**src/rtl/rv_scan_decoder.sv**
```systemverilog
// rv_scan_decoder
// ---------------------------------------------------------------------------
// Inverse of the parallel-prefix scan unit. Given a prefix vector p (XOR, AND
// or OR scan of some d) it recovers the canonical d that re-scans exactly to
// p, and flags prefix vectors that no input could have produced.
//
// Two-stage valid/ready pipeline:
//   stage 1 holds the captured prefix vector,
//   stage 2 holds the decoded vector and its error flag.
// Latency is two cycles from input handshake to out_valid; throughput is one
// vector per cycle.
//
// Ports:
//   clk        rising-edge clock
//   reset      asynchronous active-low reset
//   in_valid   input vector present
//   in_ready   block can accept input (combinational from out_ready only)
//   in_data    prefix vector p
//   out_valid  result present
//   out_ready  consumer accepts result
//   out_data   recovered canonical d
//   out_err    p is not a legal prefix for OP (qualified by out_valid)
//   err_sticky set when an errored result is accepted, held until err_clear
//   err_count  saturating count of accepted errored results
//   err_clear  synchronous clear of err_sticky and err_count (wins over a
//              coincident errored transfer)
// ---------------------------------------------------------------------------
module rv_scan_decoder #(
  parameter int N       = 8,
  parameter int OP      = 2,
  parameter int REVERSE = 0,
  parameter int CNT_W   = 8
) (
  input  logic             clk,
  input  logic             reset,
  input  logic             in_valid,
  output logic             in_ready,
  input  logic [N-1:0]     in_data,
  output logic             out_valid,
  input  logic             out_ready,
  output logic [N-1:0]     out_data,
  output logic             out_err,
  output logic             err_sticky,
  output logic [CNT_W-1:0] err_count,
  input  logic             err_clear
);

  // Identity element of the operator: fills the "previous" slot of the
  // boundary bit, which has no real predecessor.
  localparam logic IDENT = (OP == 32'sd1) ? 1'b1 : 1'b0;

  // Vector whose bit i is p[q(i)], with the boundary bit taking IDENT.
  function automatic logic [N-1:0] prev_of(input logic [N-1:0] p);
    logic [N-1:0] q;
    if (REVERSE == 32'sd0) begin
      q = {p[N-2:0], IDENT};
    end else begin
      q = {IDENT, p[N-1:1]};
    end
    return q;
  endfunction

  // Canonical inverse-scan: XOR differences, OR one-hot at the first 1,
  // AND one-cold at the first 0.
  function automatic logic [N-1:0] decode(input logic [N-1:0] p);
    logic [N-1:0] q;
    logic [N-1:0] d;
    q = prev_of(p);
    case (OP)
      32'sd0:  d = p ^ q;
      32'sd1:  d = p | ~q;
      32'sd2:  d = p & ~q;
      default: d = p ^ q;
    endcase
    return d;
  endfunction

  // OR prefixes can never fall from 1 back to 0 along the scan direction,
  // AND prefixes can never rise from 0 back to 1; XOR accepts anything.
  function automatic logic illegal(input logic [N-1:0] p);
    logic [N-1:0] q;
    logic         bad;
    q = prev_of(p);
    case (OP)
      32'sd1:  bad = |(~q & p);
      32'sd2:  bad = |(q & ~p);
      default: bad = 1'b0;
    endcase
    return bad;
  endfunction

  logic             s1_valid_r;
  logic [N-1:0]     s1_data_r;
  logic             s2_valid_r;
  logic [N-1:0]     s2_data_r;
  logic             s2_err_r;
  logic             err_sticky_r;
  logic [CNT_W-1:0] err_count_r;

  logic             out_fire_s;
  logic             s2_load_s;
  logic             s1_adv_s;
  logic             in_fire_s;
  logic [N-1:0]     dec_data_s;
  logic             dec_err_s;

  // Handshake network: stage 2 can take a new vector when empty or draining;
  // nothing here depends on in_valid, so in_ready never loops back to it.
  always_comb begin
    out_fire_s = s2_valid_r & out_ready;
    s2_load_s  = ~s2_valid_r | out_fire_s;
    s1_adv_s   = s1_valid_r & s2_load_s;
    in_ready   = ~s1_valid_r | s2_load_s;
    in_fire_s  = in_valid & in_ready;
    dec_data_s = decode(s1_data_r);
    dec_err_s  = illegal(s1_data_r);
  end

  // Stage 1: capture the raw prefix vector.
  always_ff @(posedge clk or negedge reset) begin
    if (!reset) begin
      s1_valid_r <= 1'b0;
      s1_data_r  <= {N{1'b0}};
    end else if (in_fire_s) begin
      s1_valid_r <= 1'b1;
      s1_data_r  <= in_data;
    end else if (s1_adv_s) begin
      s1_valid_r <= 1'b0;
    end else begin
      s1_valid_r <= s1_valid_r;
    end
  end

  // Stage 2: decoded vector and legality flag; held while the consumer stalls.
  always_ff @(posedge clk or negedge reset) begin
    if (!reset) begin
      s2_valid_r <= 1'b0;
      s2_data_r  <= {N{1'b0}};
      s2_err_r   <= 1'b0;
    end else if (s1_adv_s) begin
      s2_valid_r <= 1'b1;
      s2_data_r  <= dec_data_s;
      s2_err_r   <= dec_err_s;
    end else if (out_fire_s) begin
      s2_valid_r <= 1'b0;
    end else begin
      s2_valid_r <= s2_valid_r;
    end
  end

  // Error accounting on accepted results; a clear in the same cycle wins and
  // the coincident event is dropped.
  always_ff @(posedge clk or negedge reset) begin
    if (!reset) begin
      err_sticky_r <= 1'b0;
      err_count_r  <= {CNT_W{1'b0}};
    end else if (err_clear) begin
      err_sticky_r <= 1'b0;
      err_count_r  <= {CNT_W{1'b0}};
    end else if (out_fire_s && s2_err_r) begin
      err_sticky_r <= 1'b1;
      if (err_count_r != {CNT_W{1'b1}}) begin
        err_count_r <= err_count_r + CNT_W'(1'b1);
      end else begin
        err_count_r <= err_count_r;
      end
    end else begin
      err_sticky_r <= err_sticky_r;
      err_count_r  <= err_count_r;
    end
  end

  assign out_valid  = s2_valid_r;
  assign out_data   = s2_data_r;
  assign out_err    = s2_err_r;
  assign err_sticky = err_sticky_r;
  assign err_count  = err_count_r;

endmodule
```
**config.mk**
```make
export PLATFORM = sky130hd
export DESIGN_NAME = rv_scan_decoder
export DESIGN_NICKNAME = d
export VERILOG_FILES = /design/src/rtl/rv_scan_decoder.sv
export SDC_FILE = /design/constraint.sdc
export NUM_CORES = 1
export LEC_CHECK = 0
export CAP_MARGIN = 20
export CORE_UTILIZATION = 30
export CTS_BUF_LIST = sky130_fd_sc_hd__clkbuf_16
export DETAILED_ROUTE_END_ITERATION = 16
export RECOVER_POWER = 25
export SETUP_SLACK_MARGIN = 0.4
export SLEW_MARGIN = 5
export SYNTH_ARGS = -nofsm -noshare
export SYNTH_HDL_FRONTEND = slang
export SYNTH_SLANG_ARGS = --single-unit
```
**constraint.sdc**
```tcl
create_clock -name clk -period 1.6 [get_ports clk]
set_input_delay 0.24 -clock clk [delete_from_list [all_inputs] [get_ports clk]]
set_output_delay 0.24 -clock clk [all_outputs]
set_load 0.02 [all_outputs]
```
==> results of run 1 <==
## final timing paths
path	startpoint	endpoint	slack, ns	cells past startpoint
max	err_count[1]	err_count[5]	0.23	5
min	out_data[2]	out_data[2]	0.49	2
max reg2reg	err_count[1]	err_count[5]	0.23	5
min reg2reg	out_data[2]	out_data[2]	0.49	2
max in group asynchronous	reset	out_valid	0.56	2
min in group asynchronous	reset	err_sticky	0.54	2
## synthesized netlist by cell type (2+ instances only)
cell | instances | area, um^2
mux2i_1 | 2 | 20.0
xor2_1 | 2 | 17.5
o21ai_0 | 4 | 20.0
and3_1 | 2 | 12.5
nand2b_1 | 2 | 12.5
nor3_1 | 3 | 15.0
nor2_1 | 8 | 30.0
inv_1 | 6 | 22.5
nand3_1 | 3 | 15.0
nand2_1 | 14 | 52.6
a21oi_1 | 4 | 20.0
mux2_2 | 9 | 101
dfrtp_1 | 28 | 701
o31ai_1 | 6 | 45.0
## repair_timing
item | CTS | global route
setup buffers | 6 | 10
resized for setup | 61 | 45
setup endpoints to repair | 38 | 32
cloned | 0 | 1
pin swaps | 3 | 7
## metal layers
| layer | share of wire | up-vias |
|---|---|---|
| li1 | - | 507 |
| met5 | 0 | - |
| met1 | 0.41 | 522 |
| met4 | 0.010 | 0 |
| met2 | 0.53 | 27 |
| met3 | 0.053 | 5 |
## flip-flops by register name, summed over array words and instances, names as in the netlist
| signal | flops |
|---|---|
| err_sticky | 1 |
| err_count | 8 |
| out_err | 1 |
| s1_valid_r | 1 |
| s1_data_r | 8 |
| out_data | 8 |
| out_valid | 1 |
## kinds of logic after synthesis
family,count (synthesis),synth area share
fa+ha+maj,1,0.0101
mux,11,0.0983
xor+xnor,2,0.0142
buf+inv,9,0.0334
flops,28,0.567
compound gates,20,0.109
simple gates,40,0.167
## worst register-to-register path: stages, from the launching register on
cell,delay (ns)
dfrtp_2,0.43
ha_4,0.18
nand3_2,0.09
nor2_2,0.06
or4_4,0.42
a21oi_2,0.12
## power by group
part / total (W) / internal, W / switching [W]
logic: 0.000546 / 0.000279 / 0.000267
clock network: 0.000735 / 0.000498 / 0.000237
registers: 0.000884 / 0.000802 / 0.0000827
## stage by stage
step                worst slack [ns]  utilization  power [W]  hold slack (ns)
global route                   0.178        0.532    0.00227            0.523
global placement              -0.147        0.452    0.00137            0.466
finish                         0.228        0.532    0.00217            0.490
floorplan                     0.0927            -    0.00115          -0.0556
CTS                            0.205        0.495    0.00212            0.365
detailed placement            -0.198        0.452    0.00138            0.475
## cell type report
class | count | area share
timing repair buffer | 56 | 0.231
inverter | 6 | 0.0111
clock inverter | 1 | 0.0149
tap | 48 | 0.0297
multi-input combinational | 74 | 0.325
sequential | 28 | 0.351
clock buffer | 3 | 0.0371
==> impl_results.md, run 1 <==
- Sequential cell area fraction in the yosys report: 0.567
- Ys flop type: dfrtp_1
- Post-Place Cells: approximately 200
- Status: finished clean
- Clock Pin Slew Worst Setup and Hold Paths: ~0.070 ns
- YS warnings: 0
- Vias in the first global route: about 1000
- # DRC: 0
- Detailed router's first-iteration violation count: 40
- Met2 GRT Util: 0.244
- Actual slew at the worst max-slew pin: 0.693 ns
- Inserted Diodes: 0
- Clk sinks: 28
- Gr ovfl total: 0
- CTS buffer count: 3
- Max Cap Viol: 0
- Post-synth EDFFs: 0
- Htree depth: 1
- Top fanout value on the critical path: 4
- Total Wirelength: between 2 and 3 mm
- CTS Root Cell: clkbuf_16
- Synthesized area: about 1200 um^2
- Vias per inst: 4.91
- Most frequent cells in the layout: dfrtp_1, buf_4, clkdlybuf4s50_1
- GRT busiest layer: met2
- Syn nets: 125
- CP Class: reg -> reg
- Slew HR: 0.538
- PortBufs: 32
- Hold buffer count at cts: 0
- Top Family by Delay on Critical Path: simple AND/OR/NAND/NOR gates
- Fraction of layout instances using a drive strength above 1: 0.500
- Maximum clock path buffer count: 2
- Cells after synthesis: 111
- Die area: 4380 um^2
- Drt first pass iters: 4
- Period utilisation layout: 0.857
- Fmax: between 700 and 800 MHz
- CP max stage delay: 0.43 ns
- Post-detail-place hpwl: 1.90 mm
- Clk_skew: 0.00135 ns
- Arrival time of the worst setup path: 1.56 ns
- RSZ-0062 raised after global routing: yes
- Area Growth Syn to Fin: 63.7%
- Commonest non-fill, non-tap cell in the layout: dfrtp_1
- DR WL/cell: 13.2 um
- PD cells: 1070 nW/um^2
- Grt met1 use: 0.162
- Finish-stage setup viols: 0
- Crit path cell chain: ha_4 > nand3_2 > nor2_2 > or4_4 > a21oi_2
- Core area: 3800 um^2
- Final count of pins violating max slew: 0
- Leak: 0.923 nW
- Cell Count, Final, Fillers Out: about 220
- Cell Area, Placed: 1720 um^2
- First-pass GRT wire length: around 4.6 mm
- Fin Setup TNS: 0 ns
- Critical Path Sink Type: flop
- Syn Area/Cell: 11.1 um^2
- Fraction of registers with async set/reset: 1.00
- Initial antenna violation count: 0
- Crit path required time: 1.79 ns
- Met3 global-route usage: 0.0362
- #FFs+latches synth: 28
- Reg area: between 700 and 800 um^2
- Insertion delay to the later sink of the worst-skew pair: about 0.26 ns
- ANT nets after route: 0
- Final hold viol count: 0
- Tmin final: 1.37 ns
- Hold Path Class: reg -> reg
- Pin count of the biggest net entering global routing: 29
- Crit-path slowest cell: dfrtp_2
- Fillcell total: approximately 340
- Initial Utilization: 0.325
- Critical Path Source Type: flop
- Gr usage total: 0.138
- Die height: 66.2 um
- I/O pin count: 33
- Die Span X: 66.2 um
- # rows: 22
- Multi-input gate area: 658 um^2
- Final Wtd Congestion: around 0.77
- Final Instance Area: 2020 um^2
- Final #Nets: 183
- Vias: about 1100
- CTS tree: done
- Crit path buf inv count: 0
- Synth cell types: 32
- VDD IR max: 0.440 mV
Power figures use the tool's default switching activity.
==> run 2: changes to the inputs <==
--- a/config.mk
+++ b/config.mk
@@ -8,7 +8,9 @@
 export CAP_MARGIN = 20
 export CORE_UTILIZATION = 30
 export CTS_BUF_LIST = sky130_fd_sc_hd__clkbuf_16
+export CTS_CLUSTER_SIZE = 16
 export DETAILED_ROUTE_END_ITERATION = 16
+export GPL_ROUTABILITY_DRIVEN = 0
 export RECOVER_POWER = 25
 export SETUP_SLACK_MARGIN = 0.4
 export SLEW_MARGIN = 5
==> results of run 2 <==
Final layout, timing and power as in run 1 (identical DEF).
